File: config.mk
export PLATFORM = sky130hd
export DESIGN_NAME = comms_bus_arbiter
export DESIGN_NICKNAME = d
export VERILOG_FILES = /design/src/rtl/comms_bus_arbiter_pkg.sv /design/src/rtl/bus_timeout_counter.sv /design/src/rtl/comms_bus_arbiter.sv
export SDC_FILE = /design/constraint.sdc
export NUM_CORES = 1
export LEC_CHECK = 0
export ABC_AREA = 0
export BUFFER_PORTS_ARGS = -buffer_cell sky130_fd_sc_hd__buf_2
export CORE_ASPECT_RATIO = 1.25
export CORE_MARGIN = 2
export CORE_UTILIZATION = 33
export DETAILED_ROUTE_END_ITERATION = 12
export PLACE_DENSITY = 0.71
export SLEW_MARGIN = 20
export SYNTH_ARGS = -nofsm -noshare
export SYNTH_HDL_FRONTEND = slang
export SYNTH_HIERARCHICAL = 1
export SYNTH_SLANG_ARGS = --single-unit
File: constraint.sdc
create_clock -name clk -period 4.3 [get_ports clk]
set_input_delay 0.43 -clock clk [delete_from_list [all_inputs] [get_ports clk]]
set_output_delay 0.43 -clock clk [all_outputs]
set_load 0.02 [all_outputs]
File: src/rtl/comms_bus_arbiter_pkg.sv
// Shared types and opcode constants for the core-bus arbiter.
package comms_bus_arbiter_pkg;

  localparam logic [7:0] WRITE = 8'h02;
  localparam logic [7:0] READ  = 8'h03;

  typedef enum logic [1:0] {
    ARB_IDLE    = 2'd0,
    ARB_BUS     = 2'd1,
    ARB_RESPOND = 2'd2
  } arb_state_t;

  typedef enum logic {
    OWNER_HOST = 1'b0,
    OWNER_CORE = 1'b1
  } arb_owner_t;

endpackage

File: src/rtl/bus_timeout_counter.sv
// Saturating acknowledge-wait counter; expired flags the last permitted bus cycle.
module bus_timeout_counter #(
  parameter int TIMEOUT_CYCLES = 255
) (
  input  logic clk,
  input  logic rst_n,
  input  logic clear,
  input  logic enable,
  output logic expired
);

  localparam int CW = $clog2(TIMEOUT_CYCLES + 1);
  localparam logic [CW-1:0] LIMIT = CW'(TIMEOUT_CYCLES);
  localparam logic [CW-1:0] LAST  = CW'(TIMEOUT_CYCLES - 1);

  logic [CW-1:0] count_r;

  // Count bus cycles, holding at the limit instead of wrapping.
  always_ff @(posedge clk or negedge rst_n) begin
    if (!rst_n) begin
      count_r <= '0;
    end else if (clear) begin
      count_r <= '0;
    end else if (enable && (count_r != LIMIT)) begin
      count_r <= count_r + CW'(1);
    end else begin
      count_r <= count_r;
    end
  end

  // Current cycle is the TIMEOUT_CYCLES-th one with bus_req high.
  assign expired = (count_r >= LAST);

endmodule

File: src/rtl/comms_bus_arbiter.sv
// Round-robin arbiter serialising host and core requests onto the shared core bus,
// with acknowledge timeout and per-requester response return.
module comms_bus_arbiter
  import comms_bus_arbiter_pkg::*;
#(
  parameter int INSTRUCTION_WIDTH = 8,
  parameter int ADDRESS_WIDTH     = 24,
  parameter int VALUE_WIDTH       = 32,
  parameter int TIMEOUT_CYCLES    = 255
) (
  input  logic                         clk,
  input  logic                         rst_n,
  input  logic                         host_valid,
  output logic                         host_ready,
  input  logic [INSTRUCTION_WIDTH-1:0] host_instruction,
  input  logic [ADDRESS_WIDTH-1:0]     host_address,
  input  logic [VALUE_WIDTH-1:0]       host_value,
  output logic                         host_rsp_valid,
  output logic                         host_rsp_error,
  output logic [VALUE_WIDTH-1:0]       host_rsp_value,
  input  logic                         core_req,
  input  logic                         core_we,
  input  logic [ADDRESS_WIDTH-1:0]     core_address,
  input  logic [VALUE_WIDTH-1:0]       core_wdata,
  output logic                         core_gnt,
  output logic                         core_rvalid,
  output logic                         core_rerror,
  output logic [VALUE_WIDTH-1:0]       core_rdata,
  output logic                         bus_req,
  output logic                         bus_we,
  output logic [ADDRESS_WIDTH-1:0]     bus_address,
  output logic [VALUE_WIDTH-1:0]       bus_wdata,
  input  logic                         bus_ack,
  input  logic [VALUE_WIDTH-1:0]       bus_rdata
);

  localparam logic [INSTRUCTION_WIDTH-1:0] OP_WRITE = INSTRUCTION_WIDTH'(WRITE);
  localparam logic [INSTRUCTION_WIDTH-1:0] OP_READ  = INSTRUCTION_WIDTH'(READ);

  arb_state_t               state_r, next_state_s;
  arb_owner_t               last_grant_r, next_last_grant_s;
  arb_owner_t               owner_r, next_owner_s;
  logic                     we_r, next_we_s;
  logic [ADDRESS_WIDTH-1:0] address_r, next_address_s;
  logic [VALUE_WIDTH-1:0]   wdata_r, next_wdata_s;
  logic                     bus_req_r;

  logic                     host_wins_s;
  logic                     host_ready_s, core_gnt_s;
  logic                     cnt_clear_s, cnt_enable_s, expired_s;
  logic                     rsp_fire_s, rsp_error_s;
  logic [VALUE_WIDTH-1:0]   rsp_value_s;

  logic                     host_rsp_valid_r, host_rsp_error_r;
  logic [VALUE_WIDTH-1:0]   host_rsp_value_r;
  logic                     core_rvalid_r, core_rerror_r;
  logic [VALUE_WIDTH-1:0]   core_rdata_r;

  bus_timeout_counter #(
    .TIMEOUT_CYCLES(TIMEOUT_CYCLES)
  ) u_timeout (
    .clk    (clk),
    .rst_n  (rst_n),
    .clear  (cnt_clear_s),
    .enable (cnt_enable_s),
    .expired(expired_s)
  );

  // On a tie the requester that was not served last wins.
  assign host_wins_s = host_valid && (!core_req || (last_grant_r == OWNER_CORE));

  // Next-state, acceptance and completion decode.
  always_comb begin
    next_state_s      = state_r;
    next_last_grant_s = last_grant_r;
    next_owner_s      = owner_r;
    next_we_s         = we_r;
    next_address_s    = address_r;
    next_wdata_s      = wdata_r;
    host_ready_s      = 1'b0;
    core_gnt_s        = 1'b0;
    cnt_clear_s       = 1'b1;
    cnt_enable_s      = 1'b0;
    rsp_fire_s        = 1'b0;
    rsp_error_s       = 1'b0;
    rsp_value_s       = '0;
    case (state_r)
      ARB_IDLE: begin
        if (host_wins_s) begin
          host_ready_s      = 1'b1;
          next_owner_s      = OWNER_HOST;
          next_last_grant_s = OWNER_HOST;
          next_address_s    = host_address;
          next_wdata_s      = host_value;
          if (host_instruction == OP_WRITE) begin
            next_we_s    = 1'b1;
            next_state_s = ARB_BUS;
          end else if (host_instruction == OP_READ) begin
            next_we_s    = 1'b0;
            next_state_s = ARB_BUS;
          end else begin
            // Illegal opcode: answer with an error without touching the bus.
            next_we_s    = 1'b0;
            next_state_s = ARB_RESPOND;
            rsp_fire_s   = 1'b1;
            rsp_error_s  = 1'b1;
          end
        end else if (core_req) begin
          core_gnt_s        = 1'b1;
          next_owner_s      = OWNER_CORE;
          next_last_grant_s = OWNER_CORE;
          next_we_s         = core_we;
          next_address_s    = core_address;
          next_wdata_s      = core_wdata;
          next_state_s      = ARB_BUS;
        end else begin
          next_state_s = ARB_IDLE;
        end
      end
      ARB_BUS: begin
        cnt_clear_s  = 1'b0;
        cnt_enable_s = 1'b1;
        // An ack on the final permitted cycle still counts as success.
        if (bus_ack) begin
          rsp_fire_s   = 1'b1;
          rsp_value_s  = we_r ? '0 : bus_rdata;
          next_state_s = ARB_RESPOND;
        end else if (expired_s) begin
          rsp_fire_s   = 1'b1;
          rsp_error_s  = 1'b1;
          next_state_s = ARB_RESPOND;
        end else begin
          next_state_s = ARB_BUS;
        end
      end
      ARB_RESPOND: begin
        next_state_s = ARB_IDLE;
      end
      default: begin
        next_state_s = ARB_IDLE;
      end
    endcase
  end

  // Arbiter state, transaction latch and bus drive registers.
  always_ff @(posedge clk or negedge rst_n) begin
    if (!rst_n) begin
      state_r      <= ARB_IDLE;
      last_grant_r <= OWNER_CORE;
      owner_r      <= OWNER_HOST;
      we_r         <= 1'b0;
      address_r    <= '0;
      wdata_r      <= '0;
      bus_req_r    <= 1'b0;
    end else begin
      state_r      <= next_state_s;
      last_grant_r <= next_last_grant_s;
      owner_r      <= next_owner_s;
      we_r         <= next_we_s;
      address_r    <= next_address_s;
      wdata_r      <= next_wdata_s;
      bus_req_r    <= (next_state_s == ARB_BUS);
    end
  end

  // Response registers; data and error hold until that port's next response.
  always_ff @(posedge clk or negedge rst_n) begin
    if (!rst_n) begin
      host_rsp_valid_r <= 1'b0;
      host_rsp_error_r <= 1'b0;
      host_rsp_value_r <= '0;
      core_rvalid_r    <= 1'b0;
      core_rerror_r    <= 1'b0;
      core_rdata_r     <= '0;
    end else begin
      host_rsp_valid_r <= rsp_fire_s && (next_owner_s == OWNER_HOST);
      core_rvalid_r    <= rsp_fire_s && (next_owner_s == OWNER_CORE);
      if (rsp_fire_s && (next_owner_s == OWNER_HOST)) begin
        host_rsp_error_r <= rsp_error_s;
        host_rsp_value_r <= rsp_value_s;
      end else begin
        host_rsp_error_r <= host_rsp_error_r;
        host_rsp_value_r <= host_rsp_value_r;
      end
      if (rsp_fire_s && (next_owner_s == OWNER_CORE)) begin
        core_rerror_r <= rsp_error_s;
        core_rdata_r  <= rsp_value_s;
      end else begin
        core_rerror_r <= core_rerror_r;
        core_rdata_r  <= core_rdata_r;
      end
    end
  end

  // Handshakes are combinational but forced low while reset is held.
  assign host_ready     = host_ready_s & rst_n;
  assign core_gnt       = core_gnt_s & rst_n;
  assign bus_req        = bus_req_r;
  assign bus_we         = we_r;
  assign bus_address    = address_r;
  assign bus_wdata      = wdata_r;
  assign host_rsp_valid = host_rsp_valid_r;
  assign host_rsp_error = host_rsp_error_r;
  assign host_rsp_value = host_rsp_value_r;
  assign core_rvalid    = core_rvalid_r;
  assign core_rerror    = core_rerror_r;
  assign core_rdata     = core_rdata_r;

endmodule

Word-level counts from Yosys, hierarchy flattened --
Cells that the tools add are included.
Cells by class: order comparisons 1, reductions and logical operators 9, muxes and demuxes 38, bitwise operators 3, add/sub/neg operators 1, eq/ne operators 6
Operator list (count):
- 32-bit two-way mux | 5
- 24-bit two-way mux | 2
- 1-bit two-way mux | 21
- 8-bit by 2-bit == test with 1-bit output, second input constant | 2
- 8-bit two-way mux | 2
- 2-bit two-way mux | 5
- 8-bit by 1-bit adder with 8-bit output, second input constant | 1
- 8-bit >= comparator, second input constant | 1
- 8-bit inequality test, second input constant | 1
- 2-bit by 1-bit == test with 1-bit output, second input constant | 2
- 1-bit logical AND | 4
- 1-bit one-hot mux with 2 select lines | 2
- 2-bit one-hot mux with 2 select lines | 1
- 1-bit bitwise AND | 2
- 2-bit logical NOT | 1
- 2-bit by 1-bit inequality test with 1-bit output, second input constant | 1
- 2-bit AND reduction | 1
- 2-bit nonzero test | 1
- 1-bit logical NOT | 1
- 1-bit logical OR | 1
- 1-bit NOT | 1
Word-level totals: output and inout port bits 128, bits in registers 138, logic and storage cells 72, input bits 158

Longest topological paths before layout --
Gate-level depths: netlist of the first run.
depth after elaboration 7, depth in mapped cells 10

By module --
The synthesis of the first run kept the hierarchy.
By module, submodules not included:
- comms_bus_arbiter | instances 1, cells each 458, area each 5730.5 um^2
- bus_timeout_counter | instances 1, cells each 52, area each 493.0 um^2

Least setup slack after synthesis of the first run --
Ideal clock, no wire load.
kind in2out, from in core_req, to out core_gnt, required time 3870 ps, path buffers 2, stages on the path 5, setup slack 2369 ps, data arrival time 1501 ps, path through inv_2 o21ai_1 buf_2 buf_2 nor3b_1
Between the ends: longest elaborated chain between the ends 6
RTL lines:
- start, declared | RTL line comms_bus_arbiter.sv:21 | input logic core_req,
- 1-bit logical NOT | RTL line comms_bus_arbiter.sv:70 | assign host_wins_s = host_valid && (!core_req || (last_grant_r == OWNER_CORE));
- 1-bit logical OR | RTL line comms_bus_arbiter.sv:70
- 1-bit logical AND | RTL line comms_bus_arbiter.sv:70
- 1-bit two-way mux * | RTL line comms_bus_arbiter.sv:89 | if (host_wins_s) begin
- 1-bit two-way mux * | RTL line comms_bus_arbiter.sv:87 | case (state_r)
- 1-bit bitwise AND * | RTL line comms_bus_arbiter.sv:197 | assign core_gnt = core_gnt_s & rst_n;
- end, declared | RTL line comms_bus_arbiter.sv:25 | output logic core_gnt,
Every way passes the cells marked *; elsewhere a longest branch is shown, timed or not.

Worst setup path in the final report of the first run --
from reg last_grant_r, to out core_gnt
Between the ends: longest elaborated chain between the ends 5
RTL lines:
- start, declared | RTL line comms_bus_arbiter.sv:41 | arb_owner_t last_grant_r, next_last_grant_s;
- start signal, assigned | RTL line comms_bus_arbiter.sv:157 | last_grant_r <= next_last_grant_s;
- 1-bit logical OR | RTL line comms_bus_arbiter.sv:70
- 1-bit logical AND | RTL line comms_bus_arbiter.sv:70
- 1-bit two-way mux | RTL line comms_bus_arbiter.sv:89
- 1-bit two-way mux | RTL line comms_bus_arbiter.sv:87
- 1-bit bitwise AND | RTL line comms_bus_arbiter.sv:197
Every way passes these cells.

==> impl_metrics.csv, run 1 <==
group,metric,value,unit
cells_and_area,drive_gt1_share,49.7,%
synthesis,syn_area_per_cell,12.2,µm²
clock_network,post_cts_resized,0,
global_routing,grt_pass1_vias,4720,
synthesis,synth-seq-cells,138,
floorplan,die_height,158,µm
clock_network,cts_sinks,138,
timing,hold-worst-slack,-0.00694,ns
timing,slew_violations,0,
clock_network,h-tree-depth,4,
pwr,pwr_density_cell,741,mW/mm²
global_routing,grt_max_degree,73,
synthesis,yosysSeqAreaShare,55.5,%
cells_and_area,fillers,1789,
drt,via_per_inst,4.68,
floorplan,placementRows,56,
synthesis,async_flop_share,100,%
drt,drtAntennaViolNets,0,
pwr,ir_worst_vdd,0.348,mV
setup_path,path_max_fanout,61,
worst_hold_path,hold_class,"input pin to async pin",
setup_path,reg2reg_from,"state_r[1]$_DFF_PN0_",
global_routing,grt.total_usage,16.0,%
synthesis,synth_largest_area_cell,"dfrtp_1",
synthesis,ys.warnings.count,6,
clock_network,clk_path_buf_depth,2,
clock_network,cts_buffers,17,
run,maxCapViolCount,0,
timing,setup_tns,0,ns
pwr,leakagePower,4.68,nW
setup_path,r2r_end,"core_rdata[31]$_DFFE_PN0P_",
setup_path,worstPathCellList,"o21ai_4 -> buf_4 -> nor3b_1 -> buf_2",
placement,port_buffers,285,
timing,rsz0062_at_grt,"false",
timing,timing.slew.headroom,35.0,%
outcome,violations,"hold timing",
clock_network,tritoncts,"done",
synthesis,syn_area,0.00622,mm²
timing,fmax,0.376,GHz
floorplan,core,0.0186,mm²
cells_and_area,syn_to_final_growth,35.5,%
clock_network,insertion_delay,0.42,ns
setup_path,crit_path_end_kind,"output port",
floorplan,dieArea,0.0200,mm²
setup_path,startpoint_type,"register",
clock_network,cts_hold_buffers,0,
synthesis,syn_inst,510,
drt,firstDrtPassIters,4,
setup_path,reg2reg_slack,1.73,ns
global_routing,overflow,0,
drt,wl,16000,µm
synthesis,synth_top_area_share,55.1,%
outcome,outcome,"complete, but fails checks",
synthesis,netlist_top_cells_area,"dfrtp_1 (55%), mux2i_1 (9.0%), mux2_4 (7.2%)",
floorplan,io_pins,286,
timing,skew,0.0173,ns
drt,drt-wirelength-per-cell,15.6,µm
setup_path,crit_arrival,2.23,ns
synthesis,ys.flop_type,"dfrtp_1",
synthesis,synth_cell_types,45,
drt,vias,4829,
clock_network,clkTransAtPathRegs,0.06,ns
drt,drtIter0Drc,192,
placement,globalplace.congestion,0.802,
global_routing,antenna_found_initial,3,
cells_and_area,multi_input_area,0.00259,mm²
setup_path,worstPathRequired,3.87,ns
timing,finalHoldViolations,5,
timing,min_period,2.66,ns
synthesis,synth_edf_count,0,
cells_and_area,nNetsFinal,947,
setup_path,max_stage_delay,0.75,ns
synthesis,syn_nets,670,
setup_path,worstRegToRegCells,7,
timing,fin_ws,1.64,ns
global_routing,grt_pass1_wl,24900,µm
timing,finalCritPeriodShare,61.8,%
cells_and_area,seq_area,0.00345,mm²
drt,drc,0,
cells_and_area,diodes,0,
clock_network,post-cts-setup-buffers,0,
timing,setup-violations-final,0,
setup_path,cp_slowest_cell,"buf_4",
setup_path,path_class,"register to output port",
timing,tightest_slew,0.975,ns
placement,dp_hpwl,11600,µm
floorplan,initial_core_util,33.4,%
placement,pre_cts_ws,1.72,ns
floorplan,die_w,127,µm
clock_network,root_buffer,"clkbuf_16",
## placed cells by master (no fill, tap or decap), types with 2 or more instances in the layout
| master | synthesis | routed |
|---|---|---|
| mux2_4 | 30 | 30 |
| bufinv_16 | 0 | 3 |
| nor2_2 | 1 | 2 |
| and3_1 | 3 | 3 |
| o21ai_0 | 57 | 57 |
| nor3_1 | 6 | 6 |
| a41oi_1 | 2 | 2 |
| inv_1 | 4 | 4 |
| clkbuf_16 | 0 | 17 |
| ha_1 | 2 | 2 |
| nand2_1 | 62 | 62 |
| o21ai_4 | 0 | 2 |
| and2_1 | 32 | 32 |
| a211oi_1 | 4 | 4 |
| a31oi_1 | 3 | 3 |
| a21oi_1 | 6 | 6 |
| o32ai_1 | 2 | 2 |
| buf_2 | 9 | 284 |
| inv_6 | 0 | 7 |
| clkinvlp_4 | 0 | 3 |
| nor2_1 | 8 | 7 |
| nand3_1 | 5 | 5 |
| mux2_2 | 34 | 34 |
| buf_4 | 0 | 5 |
| dfrtp_1 | 137 | 137 |
| mux2i_1 | 56 | 56 |
## flip-flops by register name, indices dropped and copies added, names as in the netlist, 2 cells and up
signal / count
core_rdata: 32
host_rsp_value: 32
bus_wdata: 32
bus_address: 24
u_timeout/count_r: 8
state_r: 2
## through the flow
step	util [%]	power (mW)	hold slack, ns	instances	cell area (µm²)
5_1_grt	45.2	6.66	0.0412	1031	8430
2_1_floorplan	-	3.91	0.134	510	6220
4_1_cts	45.2	6.35	0.0277	1031	8430
3_5_place_dp	42.0	4.79	0.467	1000	7830
3_3_place_gp	42.0	4.72	0.457	1000	7830
6_report	45.2	6.25	-0.00694	1031	8430
## report_power, final
part / switching (mW) / total [mW] / leakage (nW) / internal [mW]
registers: 0.291 / 2.13 / 1.80 / 1.84
logic: 1.61 / 2.60 / 2.59 / 0.995
clock network: 0.598 / 1.52 / 0.288 / 0.923
## per-layer routing
| layer | track usage, % | wire, µm |
|---|---|---|
| met5 | 0 | 11 |
| met4 | 4.71 | 151 |
| met3 | 5.71 | 1240 |
| met2 | 26.0 | 7660 |
| met1 | 20.1 | 6970 |
## worst max-delay path: cells and delay by family, from the launching register on
| kind | cells | cell delay (ns) |
|---|---|---|
| AND/OR/NAND/NOR | 1 | 0.28 |
| AO/OA/AOI/OAI | 1 | 0.15 |
| flip-flops | 1 | 0.39 |
| buffers and inverters | 2 | 0.95 |
## how the worst max path moves through the flow
| stage | startpoint | endpoint | slack, ns |
|---|---|---|---|
| CTS | last_grant_r$_DFFE_PN1P_ | core_gnt | 1.62 |
| global route | state_r[1]$_DFF_PN0_ | core_rdata[0]$_DFFE_PN0P_ | 1.50 |
| finish | last_grant_r$_DFFE_PN1P_ | core_gnt | 1.64 |
| detailed placement | state_r[1]$_DFF_PN0_ | core_rdata[31]$_DFFE_PN0P_ | 1.72 |
| global placement | state_r[1]$_DFF_PN0_ | core_rdata[0]$_DFFE_PN0P_ | 1.80 |
| floorplan | core_req | core_gnt | 2.37 |
## cell families after synthesis
logic type      synth area share, %
buf+inv                        3.34
simple gates                   10.2
compound gates                 8.02
flops                          55.5
mux                            22.6
fa+ha+maj                     0.402
## area by class of cell
cell class / instances / share of cell area (%)
well taps: 232 / 3.44
multi-input cells: 334 / 30.7
repair buffers: 290 / 17.4
flip-flops and latches: 138 / 41.0
clock buffers: 17 / 5.04
clock inverters: 14 / 2.17
inverters: 6 / 0.282
## cells in the mapped netlist (2+ instances only)
cell and n:
ha_1 2, o32ai_1 2, a211oi_1 4, a21oi_1 6, nor3_1 6, dfrtp_1 137
nand3_1 5, clkbuf_1 15, a41oi_1 2, nand2_1 62, buf_6 7, mux2i_1 56
inv_1 4, mux2_4 30, a31oi_1 3, o21ai_1 3, and2_1 32, and3_1 3
o21ai_0 57, nor2_1 8, mux2_2 34, buf_2 9
Power figures use the tool's default switching activity.
==> run 2, diff against run 1 <==
ABC_AREA = 1   (was 0)
PLACE_DENSITY = 0.72   (was 0.71)
clock period = 2.25 ns   (was 4.3 ns; I/O delays follow)
==> run 2 against run 1 <==
- the run now ends clean
- cell count rose by 30%
- global-route usage rose by 2.8 points
- sequential power rose by 90%
- first-iteration DRC count rose by 67%
- critical path depth rose by 4
- final area rose by 5.6%
- utilization rose by 0.32 points
- sequential cell count did not move
- clock power rose by 85%
- clock skew fell by 0.010 ns
- routed wire length rose by 22%
- critical path type unchanged
- highest routed layer unchanged
==> impl_metrics.csv, run 2 <==
group,metric,value,unit
drt,wl,19600,µm
setup_path,reg2reg_slack,0.37,ns
cells_and_area,drive_gt1_share,36.0,%
global_routing,grt_pass1_wl,31200,µm
setup_path,crit_arrival,1.82,ns
setup_path,crit_path_end_kind,"output port",
cells_and_area,layout_common_cells,"buf_2 (284), nand2_1 (261), dfrtp_1 (137)",
pwr,leakagePower,4.93,nW
synthesis,synth_top_area_share,52.0,%
placement,globalplace.congestion,0.851,
synthesis,synthXorXnorAreaFrac,0.266,%
clock_network,tritoncts,"done",
placement,port_buffers,285,
timing,slew_violations,0,
drt,drc,0,
timing,setup-violations-final,0,
timing,finalHoldViolations,0,
setup_path,worstRegToRegCells,10,
clock_network,cts_buffers,17,
clock_network,h-tree-depth,4,
cells_and_area,fillers,1956,
setup_path,r2r_end,"host_rsp_value[11]$_DFFE_PN0P_",
clock_network,post-cts-setup-buffers,0,
floorplan,dieArea,0.0211,mm²
worst_hold_path,whs_path_depth,3,
clock_network,insertion_delay,0.42,ns
pwr,p_comb_share,45.9,%
timing,skew,0.00725,ns
timing,rsz0062_at_grt,"false",
synthesis,ys.flop_type,"dfrtp_1",
timing,fmax,0.488,GHz
timing,timing.slew.headroom,49.6,%
timing,min_period,2.05,ns
clock_network,cts_sinks,138,
timing,fin_ws,0.203,ns
cells_and_area,layout_commonest_cell,"buf_2",
floorplan,core,0.0195,mm²
synthesis,syn_area,0.00659,mm²
drt,drt-wirelength-per-cell,14.6,µm
pwr,power,12.7,mW
synthesis,synth_top_family_by_area,"simple AND/OR/NAND/NOR gates",
synthesis,synth_commonest_cells,"nand2_1 (262), dfrtp_1 (137), nand3_1 (128)",
cells_and_area,syn_to_final_growth,35.0,%
synthesis,yosys.area_share.simple,34.5,%
pwr,switchingPower,5.57,mW
floorplan,io_pins,286,
synthesis,synth_largest_area_cell,"dfrtp_1",
pwr,intPower,7.09,mW
synthesis,synth-seq-cells,138,
drt,vias,6408,
pwr,power_frac_seq,31.9,%
global_routing,overflow,0,
worst_hold_path,min_from,"core_wdata[6]",
setup_path,path_class,"register to output port",
synthesis,async_flop_share,100,%
pwr,switching_share,44.0,%
run,maxCapViolCount,0,
synthesis,yosysSeqAreaShare,52.4,%
floorplan,die_height,162,µm
drt,drtIter0Drc,321,
setup_path,reg2reg_from,"u_timeout/count_r[0]$_DFFE_PN0P_",
drt,firstDrtPassIters,6,
worst_hold_path,hold_class,"input pin to register",
clock_network,clkTransAtPathRegs,0.06,ns
synthesis,synth_mux_area_share,0,%
synthesis,synth_cell_types,26,
placement,dp_hpwl,13500,µm
worst_hold_path,min_to,"bus_wdata[6]$_DFFE_PN0P_",
drt,drtAntennaViolNets,0,
pwr,clkPwrFrac,22.2,%
global_routing,grt_pass1_vias,6221,
synthesis,synth_edf_count,0,
clock_network,root_buffer,"clkbuf_16",
global_routing,antenna_found_initial,2,
synthesis,synth_compound_area_share,7.06,%
timing,tightest_slew,0.757,ns
clock_network,clk_path_buf_depth,2,
cells_and_area,fin_cells,1345,
setup_path,startpoint_type,"register",
drt,via_per_inst,4.76,
timing,finalCritPeriodShare,91.0,%
floorplan,die_w,130,µm
pwr,pwr_density_cell,1420,mW/mm²
synthesis,ys.warnings.count,6,
synthesis,syn_area_per_cell,8.23,µm²
outcome,outcome,"completed",
floorplan,placementRows,57,
cells_and_area,nNetsFinal,1227,
synthesis,synth-adder-area-share,0.380,%
placement,pre_cts_ws,0.310,ns
global_routing,grt_max_degree,139,
synthesis,syn_inst,801,
synthesis,netlist_top_cells_area,"dfrtp_1 (52%), nand2_1 (15%), nand3_1 (9.7%)",
floorplan,initial_core_util,33.7,%
synthesis,syn_nets,961,
pwr,ir_worst_vdd,0.602,mV
timing,setup_tns,0,ns
placement,dpl.cell_count,1312,
setup_path,path_max_fanout,58,
synthesis,yosysMostFrequentCell,"nand2_1",
cells_and_area,post-route-util,45.6,%
setup_path,worstPathRequired,2.03,ns
global_routing,grt.total_usage,18.8,%
==> run 2: cell count changes after synthesis, sizes merged, moves of 42 or more <==
cell,before,now
nand2,63,272
nand3,5,128
mux2,65,0
or2,0,57
mux2i,56,0
o211ai,0,56
o21ai,60,8
nor2,10,52
==> run 2: worst max-delay path, cell delays in order, from the launching register on <==
cell and delay [ns]:
dfstp_2 0.51, inv_1 0.04, nand2_1 0.06, nand2_2 0.07, inv_2 0.09, nand2_2 0.09
buf_6 0.23, nor2_1 0.13, buf_2 0.17
==> run 2: kinds of logic (layout without fill, tap and decap cells) <==
logic type,count (synthesis),in the layout
compound gates,65,65
fa+ha+maj,2,2
flops,138,138
other cells,0,1
simple gates,512,512
buf+inv,82,360
xor+xnor,2,2
==> run 2: power by group through the flow <==
stage	combinational, mW	sequential [mW]	clock (mW)
6_report	5.81	4.04	2.81
5_1_grt	6.41	4.17	3.01
2_1_floorplan	2.55	5.24	0
4_1_cts	5.88	4.04	2.90
3_5_place_dp	5.87	4.06	0
3_3_place_gp	5.79	4.05	0
==> run 2: final cells by class <==
class                           instances  area, µm²  share of cell area, %
Multi-Input combinational cell        581       2790                   31.3
Inverter                               27        103                   1.15
Clock buffer                           20        447                   5.02
Tap cell                              265        332                   3.72
Timing Repair Buffer                  302       1630                   18.3
Clock inverter                         11        146                   1.64
Sequential cell                       138       3450                   38.8
Antenna cell                            1       2.50                 0.0281
==> run 2: metal layers <==
metal / share of wire, % / track usage [%] / routed length [µm] / vias to the layer above
li1: - / - / - / 3143
met1: 42 / 22.4 / 8150 / 2953
met2: 48 / 31.7 / 9330 / 273
met3: 8.1 / 5.17 / 1590 / 37
met4: 2.6 / 7.93 / 506 / 2
met5: 0.066 / 0 / 13 / -
==> run 2: per-stage QoR <==
step           hold slack (ns)  instance area (µm²)
2_1_floorplan          -0.0706                 6590
3_5_place_dp             0.407                 8290
3_3_place_gp             0.399                 8290
6_report                0.0622                 8900
4_1_cts                 0.0394                 8890
5_1_grt                 0.0565                 8900
==> run 2: how the worst max path moves through the flow <==
stage                                                start                        endpoint  slack [ns]
after floorplan           u_timeout/count_r[0]$_DFFE_PN0P_  host_rsp_value[10]$_DFFE_PN0P_        0.47
after global placement    u_timeout/count_r[0]$_DFFE_PN0P_      core_rdata[18]$_DFFE_PN0P_        0.34
after detailed placement  u_timeout/count_r[7]$_DFFE_PN0P_  host_rsp_value[29]$_DFFE_PN0P_        0.31
after CTS                         last_grant_r$_DFFE_PN1P_                      host_ready        0.05
after global routing              last_grant_r$_DFFE_PN1P_                      host_ready        0.06
final                             last_grant_r$_DFFE_PN1P_                      host_ready        0.20
==> run 2: repair_timing <==
item	4_1_cts	5_1_grt
resized for setup	0	2
hold buffers	1	0
hold endpoints to repair	137	0
setup endpoints to repair	0	2
